**src/rtl/tx_sched_pkg.sv**
```systemverilog
// Shared tx definitions: tx core event codes plus scheduler state encodings and frame limits.
package tx_sched_pkg;

  // Event codes reported by the tx core on i_tx_ev when i_tx_ev_sig strobes.
  localparam logic [2:0] TX_EVENT_NONE = 3'd0;
  localparam logic [2:0] TX_EVENT_SFD  = 3'd1;
  localparam logic [2:0] TX_EVENT_END  = 3'd2;

  localparam logic [2:0] TX_SCHED_STATE_IDLE     = 3'd0;
  localparam logic [2:0] TX_SCHED_STATE_ARB      = 3'd1;
  localparam logic [2:0] TX_SCHED_STATE_LOAD_LEN = 3'd2;
  localparam logic [2:0] TX_SCHED_STATE_LOAD     = 3'd3;
  localparam logic [2:0] TX_SCHED_STATE_START    = 3'd4;
  localparam logic [2:0] TX_SCHED_STATE_TX       = 3'd5;
  localparam logic [2:0] TX_SCHED_STATE_GAP      = 3'd6;

  localparam int TX_FCS_LEN     = 2;
  localparam int TX_MAX_PAYLOAD = 125;

  typedef enum logic [2:0] {
    ST_IDLE     = TX_SCHED_STATE_IDLE,
    ST_ARB      = TX_SCHED_STATE_ARB,
    ST_LOAD_LEN = TX_SCHED_STATE_LOAD_LEN,
    ST_LOAD     = TX_SCHED_STATE_LOAD,
    ST_START    = TX_SCHED_STATE_START,
    ST_TX       = TX_SCHED_STATE_TX,
    ST_GAP      = TX_SCHED_STATE_GAP
  } sched_state_t;

endpackage

```
**src/rtl/tx_sched_if.sv**
```systemverilog
// Requester, TX buffer and tx core signals of the frame scheduler.
interface tx_sched_if #(parameter int N = 2);
  logic [N-1:0]   i_req;
  logic [7*N-1:0] i_len;
  logic [N-1:0]   o_grant;
  logic [6:0]     o_rd_addr;
  logic [8*N-1:0] i_rd_data;
  logic [N-1:0]   o_done;
  logic           o_err;
  logic           o_buf_w_en;
  logic [6:0]     o_buf_w_addr;
  logic [7:0]     o_buf_byte;
  logic           o_tx_start;
  logic [2:0]     i_tx_ev;
  logic           i_tx_ev_sig;
  logic           o_busy;

  modport master (
    output i_req, i_len, i_rd_data, i_tx_ev, i_tx_ev_sig,
    input  o_grant, o_rd_addr, o_done, o_err, o_buf_w_en, o_buf_w_addr,
           o_buf_byte, o_tx_start, o_busy
  );

  modport slave (
    input  i_req, i_len, i_rd_data, i_tx_ev, i_tx_ev_sig,
    output o_grant, o_rd_addr, o_done, o_err, o_buf_w_en, o_buf_w_addr,
           o_buf_byte, o_tx_start, o_busy
  );
endinterface

```
**src/rtl/tx_sched_rr_arbiter.sv**
```systemverilog
// Combinational round-robin pick: first set request at or above ptr, wrapping to 0.
module rr_arbiter #(
  parameter int N     = 2,
  parameter int IDX_W = $clog2(N)
) (
  input  logic [N-1:0]     req,
  input  logic [IDX_W-1:0] ptr,
  output logic [N-1:0]     grant,
  output logic [IDX_W-1:0] idx,
  output logic             vld
);

  always_comb begin : pick
    logic [IDX_W-1:0] pos;
    grant = '0;
    idx   = '0;
    vld   = 1'b0;
    pos   = '0;
    for (int i = 0; i < N; i++) begin
      pos = IDX_W'((int'(ptr) + i) % N);
      if (!vld && req[pos]) begin
        vld        = 1'b1;
        grant[pos] = 1'b1;
        idx        = pos;
      end
    end
  end

endmodule

```
**src/rtl/tx_sched.sv**
```systemverilog
// Frame scheduler: round-robin over N requesters, copies length byte + payload into
// the TX buffer, starts the tx core, waits for END (with watchdog) and an inter-frame gap.
module tx_sched
  import tx_sched_pkg::*;
#(
  parameter int          N       = 2,
  parameter logic [31:0] GAP_CNT = 32'd2000,
  parameter logic [31:0] TIMEOUT = 32'd4000000
) (
  input  logic     clk,
  input  logic     reset,
  tx_sched_if.slave bus
);

  localparam int IDX_W = $clog2(N);

  sched_state_t     state;
  logic [IDX_W-1:0] ptr;
  logic [IDX_W-1:0] win;
  logic [6:0]       len;
  logic [31:0]      cnt;
  logic             err_flag;

  logic [N-1:0]     arb_grant;
  logic [IDX_W-1:0] arb_idx;
  logic             arb_vld;
  logic [6:0]       arb_len;
  logic [7:0]       rd_byte;

  rr_arbiter #(.N(N), .IDX_W(IDX_W)) u_arb (
    .req   (bus.i_req),
    .ptr   (ptr),
    .grant (arb_grant),
    .idx   (arb_idx),
    .vld   (arb_vld)
  );

  assign arb_len    = bus.i_len[7*arb_idx +: 7];
  assign rd_byte    = bus.i_rd_data[8*win +: 8];
  assign bus.o_busy = (state != ST_IDLE);

  // Outputs are registered on the transition into the state they belong to, so the
  // buffer write of address k appears one cycle after the FSM sampled its byte.
  // GAP_CNT must be at least 2: the END/timeout cycle counts as the first gap cycle.
  always_ff @(posedge clk) begin
    if (reset) begin
      state            <= ST_IDLE;
      ptr              <= '0;
      win              <= '0;
      len              <= '0;
      cnt              <= '0;
      err_flag         <= 1'b0;
      bus.o_grant      <= '0;
      bus.o_rd_addr    <= '0;
      bus.o_done       <= '0;
      bus.o_err        <= 1'b0;
      bus.o_buf_w_en   <= 1'b0;
      bus.o_buf_w_addr <= '0;
      bus.o_buf_byte   <= '0;
      bus.o_tx_start   <= 1'b0;
    end else begin
      bus.o_done     <= '0;
      bus.o_err      <= 1'b0;
      bus.o_buf_w_en <= 1'b0;
      bus.o_tx_start <= 1'b0;
      case (state)
        ST_IDLE: if (|bus.i_req) state <= ST_ARB;
        ST_ARB: begin
          if (!arb_vld) begin
            state <= ST_IDLE;
          end else begin
            ptr <= (arb_idx == IDX_W'(N-1)) ? '0 : arb_idx + 1'b1;
            win <= arb_idx;
            len <= arb_len;
            if (arb_len > 7'(TX_MAX_PAYLOAD)) begin
              bus.o_done <= arb_grant;
              bus.o_err  <= 1'b1;
              state      <= ST_IDLE;
            end else begin
              bus.o_grant   <= arb_grant;
              bus.o_rd_addr <= '0;
              state         <= ST_LOAD_LEN;
            end
          end
        end
        ST_LOAD_LEN: begin
          bus.o_buf_w_en   <= 1'b1;
          bus.o_buf_w_addr <= '0;
          bus.o_buf_byte   <= {1'b0, len} + 8'(TX_FCS_LEN);
          cnt              <= '0;
          if (len == 7'd0) begin
            state <= ST_START;
          end else begin
            bus.o_rd_addr <= 7'd1;
            state         <= ST_LOAD;
          end
        end
        ST_LOAD: begin
          bus.o_buf_w_en   <= 1'b1;
          bus.o_buf_w_addr <= 7'(cnt + 32'd1);
          bus.o_buf_byte   <= rd_byte;
          bus.o_rd_addr    <= 7'(cnt + 32'd2);
          cnt              <= cnt + 32'd1;
          if (cnt + 32'd1 == {25'd0, len}) state <= ST_START;
        end
        ST_START: begin
          bus.o_tx_start <= 1'b1;
          cnt            <= '0;
          err_flag       <= 1'b0;
          state          <= ST_TX;
        end
        ST_TX: begin
          if (bus.i_tx_ev_sig && bus.i_tx_ev == TX_EVENT_END) begin
            cnt   <= 32'd1;
            state <= ST_GAP;
          end else if (cnt == TIMEOUT) begin
            err_flag <= 1'b1;
            cnt      <= 32'd1;
            state    <= ST_GAP;
          end else begin
            cnt <= cnt + 32'd1;
          end
        end
        ST_GAP: begin
          if (cnt == GAP_CNT - 32'd1) begin
            bus.o_done  <= bus.o_grant;
            bus.o_err   <= err_flag;
            bus.o_grant <= '0;
            state       <= ST_IDLE;
          end else begin
            cnt <= cnt + 32'd1;
          end
        end
        default: state <= ST_IDLE;
      endcase
    end
  end

endmodule

```
**src/flat_wrapper.sv**
```systemverilog
// flat-port wrapper written by rule: the top's interface ports become plain ports
module tx_sched_flat import tx_sched_pkg::*;
#(
  parameter int          N       = 2,
  parameter logic [31:0] GAP_CNT = 32'd2000,
  parameter logic [31:0] TIMEOUT = 32'd4000000
)
  (clk, reset, bus_i_req, bus_i_len, bus_i_rd_data, bus_i_tx_ev, bus_i_tx_ev_sig, bus_o_grant, bus_o_rd_addr, bus_o_done, bus_o_err, bus_o_buf_w_en, bus_o_buf_w_addr, bus_o_buf_byte, bus_o_tx_start, bus_o_busy);
  tx_sched_if #(.N(N)) bus_i ();
  input  logic clk;
  input  logic reset;
  input wire logic [$bits(bus_i.i_req)-1:0] bus_i_req;
  input wire logic [$bits(bus_i.i_len)-1:0] bus_i_len;
  input wire logic [$bits(bus_i.i_rd_data)-1:0] bus_i_rd_data;
  input wire logic [$bits(bus_i.i_tx_ev)-1:0] bus_i_tx_ev;
  input wire logic [$bits(bus_i.i_tx_ev_sig)-1:0] bus_i_tx_ev_sig;
  output wire logic [$bits(bus_i.o_grant)-1:0] bus_o_grant;
  output wire logic [$bits(bus_i.o_rd_addr)-1:0] bus_o_rd_addr;
  output wire logic [$bits(bus_i.o_done)-1:0] bus_o_done;
  output wire logic [$bits(bus_i.o_err)-1:0] bus_o_err;
  output wire logic [$bits(bus_i.o_buf_w_en)-1:0] bus_o_buf_w_en;
  output wire logic [$bits(bus_i.o_buf_w_addr)-1:0] bus_o_buf_w_addr;
  output wire logic [$bits(bus_i.o_buf_byte)-1:0] bus_o_buf_byte;
  output wire logic [$bits(bus_i.o_tx_start)-1:0] bus_o_tx_start;
  output wire logic [$bits(bus_i.o_busy)-1:0] bus_o_busy;
  assign bus_i.i_req = bus_i_req;
  assign bus_i.i_len = bus_i_len;
  assign bus_i.i_rd_data = bus_i_rd_data;
  assign bus_i.i_tx_ev = bus_i_tx_ev;
  assign bus_i.i_tx_ev_sig = bus_i_tx_ev_sig;
  assign bus_o_grant = bus_i.o_grant;
  assign bus_o_rd_addr = bus_i.o_rd_addr;
  assign bus_o_done = bus_i.o_done;
  assign bus_o_err = bus_i.o_err;
  assign bus_o_buf_w_en = bus_i.o_buf_w_en;
  assign bus_o_buf_w_addr = bus_i.o_buf_w_addr;
  assign bus_o_buf_byte = bus_i.o_buf_byte;
  assign bus_o_tx_start = bus_i.o_tx_start;
  assign bus_o_busy = bus_i.o_busy;
  tx_sched #(.N(N), .GAP_CNT(GAP_CNT), .TIMEOUT(TIMEOUT)) u_core (.clk(clk), .reset(reset), .bus(bus_i));
endmodule
```
**config.mk**
```make
export PLATFORM = sky130hd
export DESIGN_NAME = tx_sched_flat
export DESIGN_NICKNAME = d
export VERILOG_FILES = /design/src/rtl/tx_sched_pkg.sv /design/src/rtl/tx_sched_if.sv /design/src/rtl/tx_sched_rr_arbiter.sv /design/src/rtl/tx_sched.sv /design/src/flat_wrapper.sv
export SDC_FILE = /design/constraint.sdc
export NUM_CORES = 1
export LEC_CHECK = 0
export ABC_AREA = 0
export CAP_MARGIN = 20
export CORE_MARGIN = 5
export CORE_UTILIZATION = 30
export DETAILED_ROUTE_END_ITERATION = 10
export GPL_ROUTABILITY_DRIVEN = 0
export HOLD_SLACK_MARGIN = 0.12
export PLACE_DENSITY_LB_ADDON = 0.12
export SLEW_MARGIN = 30
export SYNTH_ARGS = -nofsm -noshare
export SYNTH_HDL_FRONTEND = slang
export SYNTH_SLANG_ARGS = --single-unit
```
**constraint.sdc**
```tcl
create_clock -name clk -period 3.55 [get_ports clk]
set_clock_uncertainty 0.2 [all_clocks]
set_input_delay 0.71 -clock clk [delete_from_list [all_inputs] [get_ports clk]]
set_output_delay 0.71 -clock clk [all_outputs]
set_load 0.005 [all_outputs]
```
==> results of run 1 <==
[layout by cell type, fill, tap and decap left out, types with 3 or more instances in the layout]
cell type	instances
o211ai_1	8
and3_1	6
nor3_1	18
nand4_1	20
nor2_1	55
nand2b_1	10
buf_4	28
or3_1	14
a22oi_1	10
o32ai_1	4
xor2_1	4
inv_1	14
nor3b_1	4
or4_1	19
nor4_1	13
nand4b_1	3
a211oi_1	13
a31oi_1	11
or2_2	5
clkbuf_16	9
o31ai_1	15
dfxtp_1	74
a21oi_1	45
xnor2_1	24
and4_1	5
o21ai_1	5
ha_1	4
mux2i_1	15
nand2_1	63
o21ai_0	13
clkdlybuf4s50_1	66
nand3_1	39
[worst max-delay path by stage]
stage | startpoint | endpoint | slack (ns) | cells after the start
3_3_place_gp | u_core.cnt[1] | u_core.state[1] | 0.13 | 9
5_1_grt | u_core.cnt[13] | u_core.state[0] | 0.01 | 8
4_1_cts | u_core.cnt[1] | u_core.state[1] | 0.09 | 9
6_report | u_core.cnt[1] | u_core.state[0] | 0.24 | 8
3_5_place_dp | u_core.cnt[1] | u_core.state[1] | 0.11 | 9
2_1_floorplan | u_core.cnt[1] | u_core.state[0] | 0.59 | 9
[flip-flops by register name, summed over array words and instances (netlist names)]
register,cells
u_core.cnt,32
u_core.err_flag,1
u_core.state,3
u_core.bus.o_err,1
u_core.win,1
u_core.ptr,1
u_core.bus.o_grant,2
u_core.bus.o_done,2
u_core.len,7
u_core.bus.o_tx_start,1
u_core.bus.o_buf_byte,8
u_core.bus.o_buf_w_en,1
u_core.bus.o_rd_addr,7
u_core.bus.o_buf_w_addr,7
[power by group through the flow]
stage / registers (mW) / logic (mW) / clock network (mW)
6_report: 1.05 / 1.25 / 0.934
5_1_grt: 1.06 / 1.37 / 0.996
4_1_cts: 1.04 / 1.26 / 0.967
3_5_place_dp: 1.06 / 1.25 / 0
3_3_place_gp: 1.06 / 1.24 / 0
2_1_floorplan: 0.997 / 0.795 / 0
[per-stage QoR]
step / hold slack [ns] / area (µm²) / setup slack [ns]
after global placement: 0.243 / 5800 / 0.128
after floorplan: 0.248 / 4840 / 0.590
final: 0.251 / 6100 / 0.244
after CTS: 0.256 / 6090 / 0.0894
after global routing: 0.279 / 6100 / 0.0115
after detailed placement: 0.244 / 5800 / 0.113
[kinds of logic (layout without fill, tap and decap cells)]
group	Yosys count	in the layout	share of synthesized area (%)
and+or+nand+nor	295	295	33.4
AOI/OAI and AO/OA	150	150	21.0
DFF	74	74	30.6
buffers and inverters	67	127	5.79
xor gates and xnor gates	28	28	5.07
muxes	15	15	3.10
adders and majority gates	4	4	1.03
[worst max-delay path, stage by stage, from the launching register on]
cell,delay (ns)
dfxtp_1,0.43
ha_1,0.35
nand4_4,0.21
or4_4,0.61
o31ai_1,0.34
nand4b_1,0.14
or4_4,0.53
nor4b_4,0.25
o21ai_1,0.11
[per-layer routing]
| metal | vias up | GRT usage [%] | part of all wire, % |
|---|---|---|---|
| met5 | - | 0 | 0 |
| met4 | 0 | 6.49 | 2.7 |
| met3 | 30 | 4.78 | 5.5 |
| met2 | 161 | 27.9 | 46 |
| met1 | 2413 | 23.5 | 46 |
| li1 | 2484 | - | - |
[cells in the mapped netlist, types with 5 or more instances]
cell type,n,area (µm²)
and3_1,6,37.5
o31ai_1,15,113
or3_1,14,87.6
nand2_1,63,236
a22oi_1,10,75.1
inv_1,14,52.6
o21ai_1,5,25.0
nand3_1,39,195
dfxtp_1,74,1480
a211oi_1,13,97.6
nor2_1,55,206
clkbuf_1,35,131
or4_1,20,150
buf_2,11,55.1
nor4_1,13,81.3
mux2i_1,15,150
o211ai_1,8,60.1
a21oi_1,45,225
o21ai_0,13,65.1
nor3_1,18,90.1
or2_2,5,31.3
and4_1,5,43.8
a31oi_1,11,68.8
nand4_1,20,125
nand2b_1,10,62.6
xnor2_1,24,210
[repair_timing]
action,CTS,global route
endpoints found under the hold margin,0,0
setup endpoints to repair,0,3
gates resized for setup,0,2
[cell type report]
| class | count | area (µm²) | area share, % |
|---|---|---|---|
| tap | 216 | 270 | 4.43 |
| multi-input combinational | 492 | 3080 | 50.5 |
| clock buffer | 11 | 233 | 3.82 |
| sequential | 74 | 1480 | 24.3 |
| inverter | 14 | 52.6 | 0.862 |
| clock inverter | 5 | 63.8 | 1.05 |
| timing repair buffer | 97 | 916 | 15.0 |
==> metrics.cfg, run 1 <==
[status]
status=finished clean

[timing]
finalSetupViolCount=0
finalCritPeriodShare_pct=93.1
setup_tns_ns=0
timing.final.crit_period_ns=3.31
tightest_slew_ns=0.905
rsz0062_at_grt=no
relSlewSlack_pct=39.7
slew_violations=0
timing.fmax_mhz=303
hold_viol=0

[yosys]
synthCells=633
ys_ff_latch=74
synth_cell_types=73
syn_nets=675
yosysWarnings=0
avgSynthCellArea_um2=7.64
synth_async_sr_flop_share_pct=0
yosysSeqAreaShare_pct=30.6
synth-edff-count=0
synth_flop_cell=dfxtp_1
netlist_area_um2=4840

[placement]
io_buffers=67
dpl.hpwl_um=12000
placed_cells=893

[drt]
routed_via_density=5.60
drc=0
drt_iter0_markers=452
vias=5088
avgRoutedWirePerCell_um=18.0
routed_wl_um=16300
drtPass1Iterations=5
postRouteAntennaNets=0

[final_layout]
layout.cells.non_filler=909
diodes=0
syn2layout_area_growth_pct=26.0
fillers=1643
layout-drive-gt1-share_pct=9.38
fin_nets=730
final_util_pct=38.5

[power]
p_switching_mw=1.26
clkPwrFrac_pct=29.0
p_comb_share_pct=38.6
swShare_pct=39.1
ir_worst_vdd_uv=241
p_leak_nw=1.96
internal_power_mw=1.97
pwr-share-seq_pct=32.4
p_total_mw=3.23
power.density_nw_per_um2=529

[critical_path]
reg2regPathDepth=8
worst_setup_path_end_kind=flip-flop
criticalPathCategory=flip-flop to flip-flop
crit_fanout=10
rrSetupSlack_ns=0.24
cp.arrival_ns=3.34
start_kind=flip-flop
r2r-start=u_core.cnt[1]
required_ns=3.58
timing.rr.end=u_core.state[0]

[clock_network]
cts_buffer_depth=2
clkSinkCount=74
post_cts_buffers=0
cts_hold_buf=0
path_clk_slew_ns=0.06
clk_latency_ns=0.35
cts_buffers=9
cts_tree=yes
cts-root-buf=clkbuf_16
htree_levels=3

[hold_path]
min_to=u_core.bus.o_buf_w_addr[5]
hold_depth=2
worstHoldStart=u_core.bus.o_buf_w_addr[5]
hp-class=flip-flop to flip-flop

[grt]
antenna_found_initial=0
grt_max_degree=53
grt_pass1_vias=4857
track_usage_pct=17.8
grt_overflow=0
grt_pass1_wl_um=26200

[die]
dieArea_um2=18800
die_w_um=137
die_y_um=137
coreArea_um2=15800
start_util_pct=30.6
ios=68
rows=46

[run]
maxCapViolations=0

Power figures use the tool's default switching activity.
==> run 2, diff against run 1 <==
--- a/config.mk
+++ b/config.mk
@@ -13,7 +13,7 @@
 export GPL_ROUTABILITY_DRIVEN = 0
 export HOLD_SLACK_MARGIN = 0.12
 export PLACE_DENSITY_LB_ADDON = 0.12
-export SLEW_MARGIN = 30
+export SLEW_MARGIN = 0
 export SYNTH_ARGS = -nofsm -noshare
 export SYNTH_HDL_FRONTEND = slang
 export SYNTH_SLANG_ARGS = --single-unit
==> results of run 2 <==
Final layout, timing and power as in run 1 (identical DEF).
==> run 3, diff against run 2 <==
--- a/config.mk
+++ b/config.mk
@@ -13,6 +13,7 @@
 export GPL_ROUTABILITY_DRIVEN = 0
 export HOLD_SLACK_MARGIN = 0.12
 export PLACE_DENSITY_LB_ADDON = 0.12
+export RECOVER_POWER = 25
 export SLEW_MARGIN = 0
 export SYNTH_ARGS = -nofsm -noshare
 export SYNTH_HDL_FRONTEND = slang
==> constraint.sdc (replaced) <==
create_clock -name clk -period 3 [get_ports clk]
set_clock_uncertainty 0.2 [all_clocks]
set_input_delay 0.6 -clock clk [delete_from_list [all_inputs] [get_ports clk]]
set_output_delay 0.6 -clock clk [all_outputs]
set_load 0.005 [all_outputs]
==> run 3 against run 2 <==
Register-to-register slack lost 0.17 ns. Total power grew 23%. Via count grew 5.0%. Worst setup slack lost 0.17 ns. Sequential share of layout area shrank 2.2 points. Die area is the same. Global-route usage grew 1.1 points. Sequential power grew 15%. Critical path type unchanged. Critical endpoint unchanged. Largest cell class unchanged.
==> metrics.cfg, run 3 (same netlist as run 1, synthesis figures left out) <==
[grt]
grt_pass1_wl_um=28100
antenna_found_initial=0
grtUsageMet1_pct=24.6
grt_max_degree=59
grt.met3_usage_pct=4.49
track_usage_pct=18.9
use_met2_pct=31.3
grt_pass1_vias=5325
grt_busiest_layer=met2
grt_overflow=0

[timing]
tightest_slew_ns=1.06
relSlewSlack_pct=29.1
timing.final.crit_period_ns=2.92
rsz0062_at_grt=yes
finalCritPeriodShare_pct=97.5
finalSetupViolCount=0
hold_viol=0
slew_violations=0
timing.final.ws_setup_ns=0.0760
hold_ws_ns=0.252
timing.fmax_mhz=342

[final_layout]
syn2layout_area_growth_pct=39.5
reg_top3=u_core.cnt x32, u_core.bus.o_buf_byte x8
mostFrequentLayoutCell=buf_4
regMostFlops=u_core.cnt
final_cell_mix=buf_4, dfxtp_1, nand2_1
fin_area_um2=6750
layout.cells.non_filler=976
diodes=0
layout-drive-gt1-share_pct=19.9
fin_nets=797
largest_register_ff_count=32

[critical_path]
criticalPathCategory=flip-flop to flip-flop
worst_setup_path_end_kind=flip-flop
start_kind=flip-flop
crit_fanout=6
required_ns=3.04
cp.arrival_ns=2.96

[clock_network]
path_clk_slew_ns=0.07
cts_buffers=9
clk_latency_ns=0.35
cts_hold_buf=0
cts_buffer_depth=2
cts-root-buf=clkbuf_16
clkSinkCount=74
htree_levels=3
cts_tree=yes

[placement]
io_buffers=67
placed_cells=957
dpl_cell_area_um2=6290
dpl.hpwl_um=12900
place_ws_ns=-0.158

[die]
die_w_um=137
rows=46
dieArea_um2=18800
die_y_um=137
coreArea_um2=15800
start_util_pct=30.6
ios=68

[drt]
routed_wl_um=17300
postRouteAntennaNets=0
routed_via_density=5.48
drt_iter0_markers=487
avgRoutedWirePerCell_um=17.8
drtPass1Iterations=5
vias=5344
drc=0

[power]
p_leak_nw=2.37
power.density_nw_per_um2=588
ir_worst_vdd_uv=285

[run]
maxCapViolations=0

[hold_path]
hp-class=flip-flop to flip-flop

[status]
status=finished clean

==> run 3: cell types whose count changed in the layout (fill, tap and decap cells not counted), moves of 3 or more <==
cell,delta
clkdlybuf4s50_1,-13
dlygate4sd3_1,+13
o31ai_1,-5
o31ai_4,+4
dfxtp_2,+3
dfxtp_1,-4
buf_4,+64
==> run 3: final cells by class <==
cell class | count | area (µm²)
well taps | 216 | 270
flip-flops and latches | 74 | 1490
clock inverters | 7 | 58.8
repair buffers | 164 | 1420
clock buffers | 9 | 225
inverters | 14 | 52.6
fillers | 1626 | 9080
multi-input cells | 492 | 3230
==> run 3: final timing paths <==
check                             start                          to  slack [ns]  cells after the start
max                       u_core.cnt[1]             u_core.state[0]        0.08                      8
max reg2reg               u_core.cnt[1]             u_core.state[0]        0.08                      8
min          u_core.bus.o_buf_w_addr[5]  u_core.bus.o_buf_w_addr[5]        0.25                      2
min reg2reg  u_core.bus.o_buf_w_addr[5]  u_core.bus.o_buf_w_addr[5]        0.25                      2
==> run 3: where the power goes <==
group          internal (mW)  leakage, nW  total (mW)  switching [mW]
logic                  0.708         1.63        1.68           0.975
registers               1.09        0.601        1.21           0.122
clock network          0.575        0.139        1.08           0.501
==> run 3: critical path: stages (launching register included) <==
cell and delay, ns:
dfxtp_4 0.37, ha_2 0.18, nand2_1 0.08, or4_4 0.61, o31ai_4 0.23, nand4_1 0.12
or4_4 0.59, nor4b_4 0.34, o21ai_1 0.09
==> run 3: layer usage <==
layer / vias up / wire length [µm]
met1: 2543 / 7970
met5: - / 0
li1: 2608 / -
met2: 165 / 8150
met3: 28 / 890
met4: 0 / 329
==> run 3: stage by stage <==
step | power (mW) | setup TNS, ns | util [%]
2_1_floorplan | 2.12 | 0 | -
6_report | 3.97 | 0 | 42.6
3_5_place_dp | 2.90 | -0.281 | 39.7
5_1_grt | 4.21 | -0.105 | 42.6
3_3_place_gp | 2.89 | -0.347 | 39.7
4_1_cts | 4.01 | 0 | 41.6
==> run 3: what timing repair did <==
item,CTS,global route
setup endpoints to repair,3,33
setup buffers,0,3
gates resized for setup,5,26
pin swaps,0,14
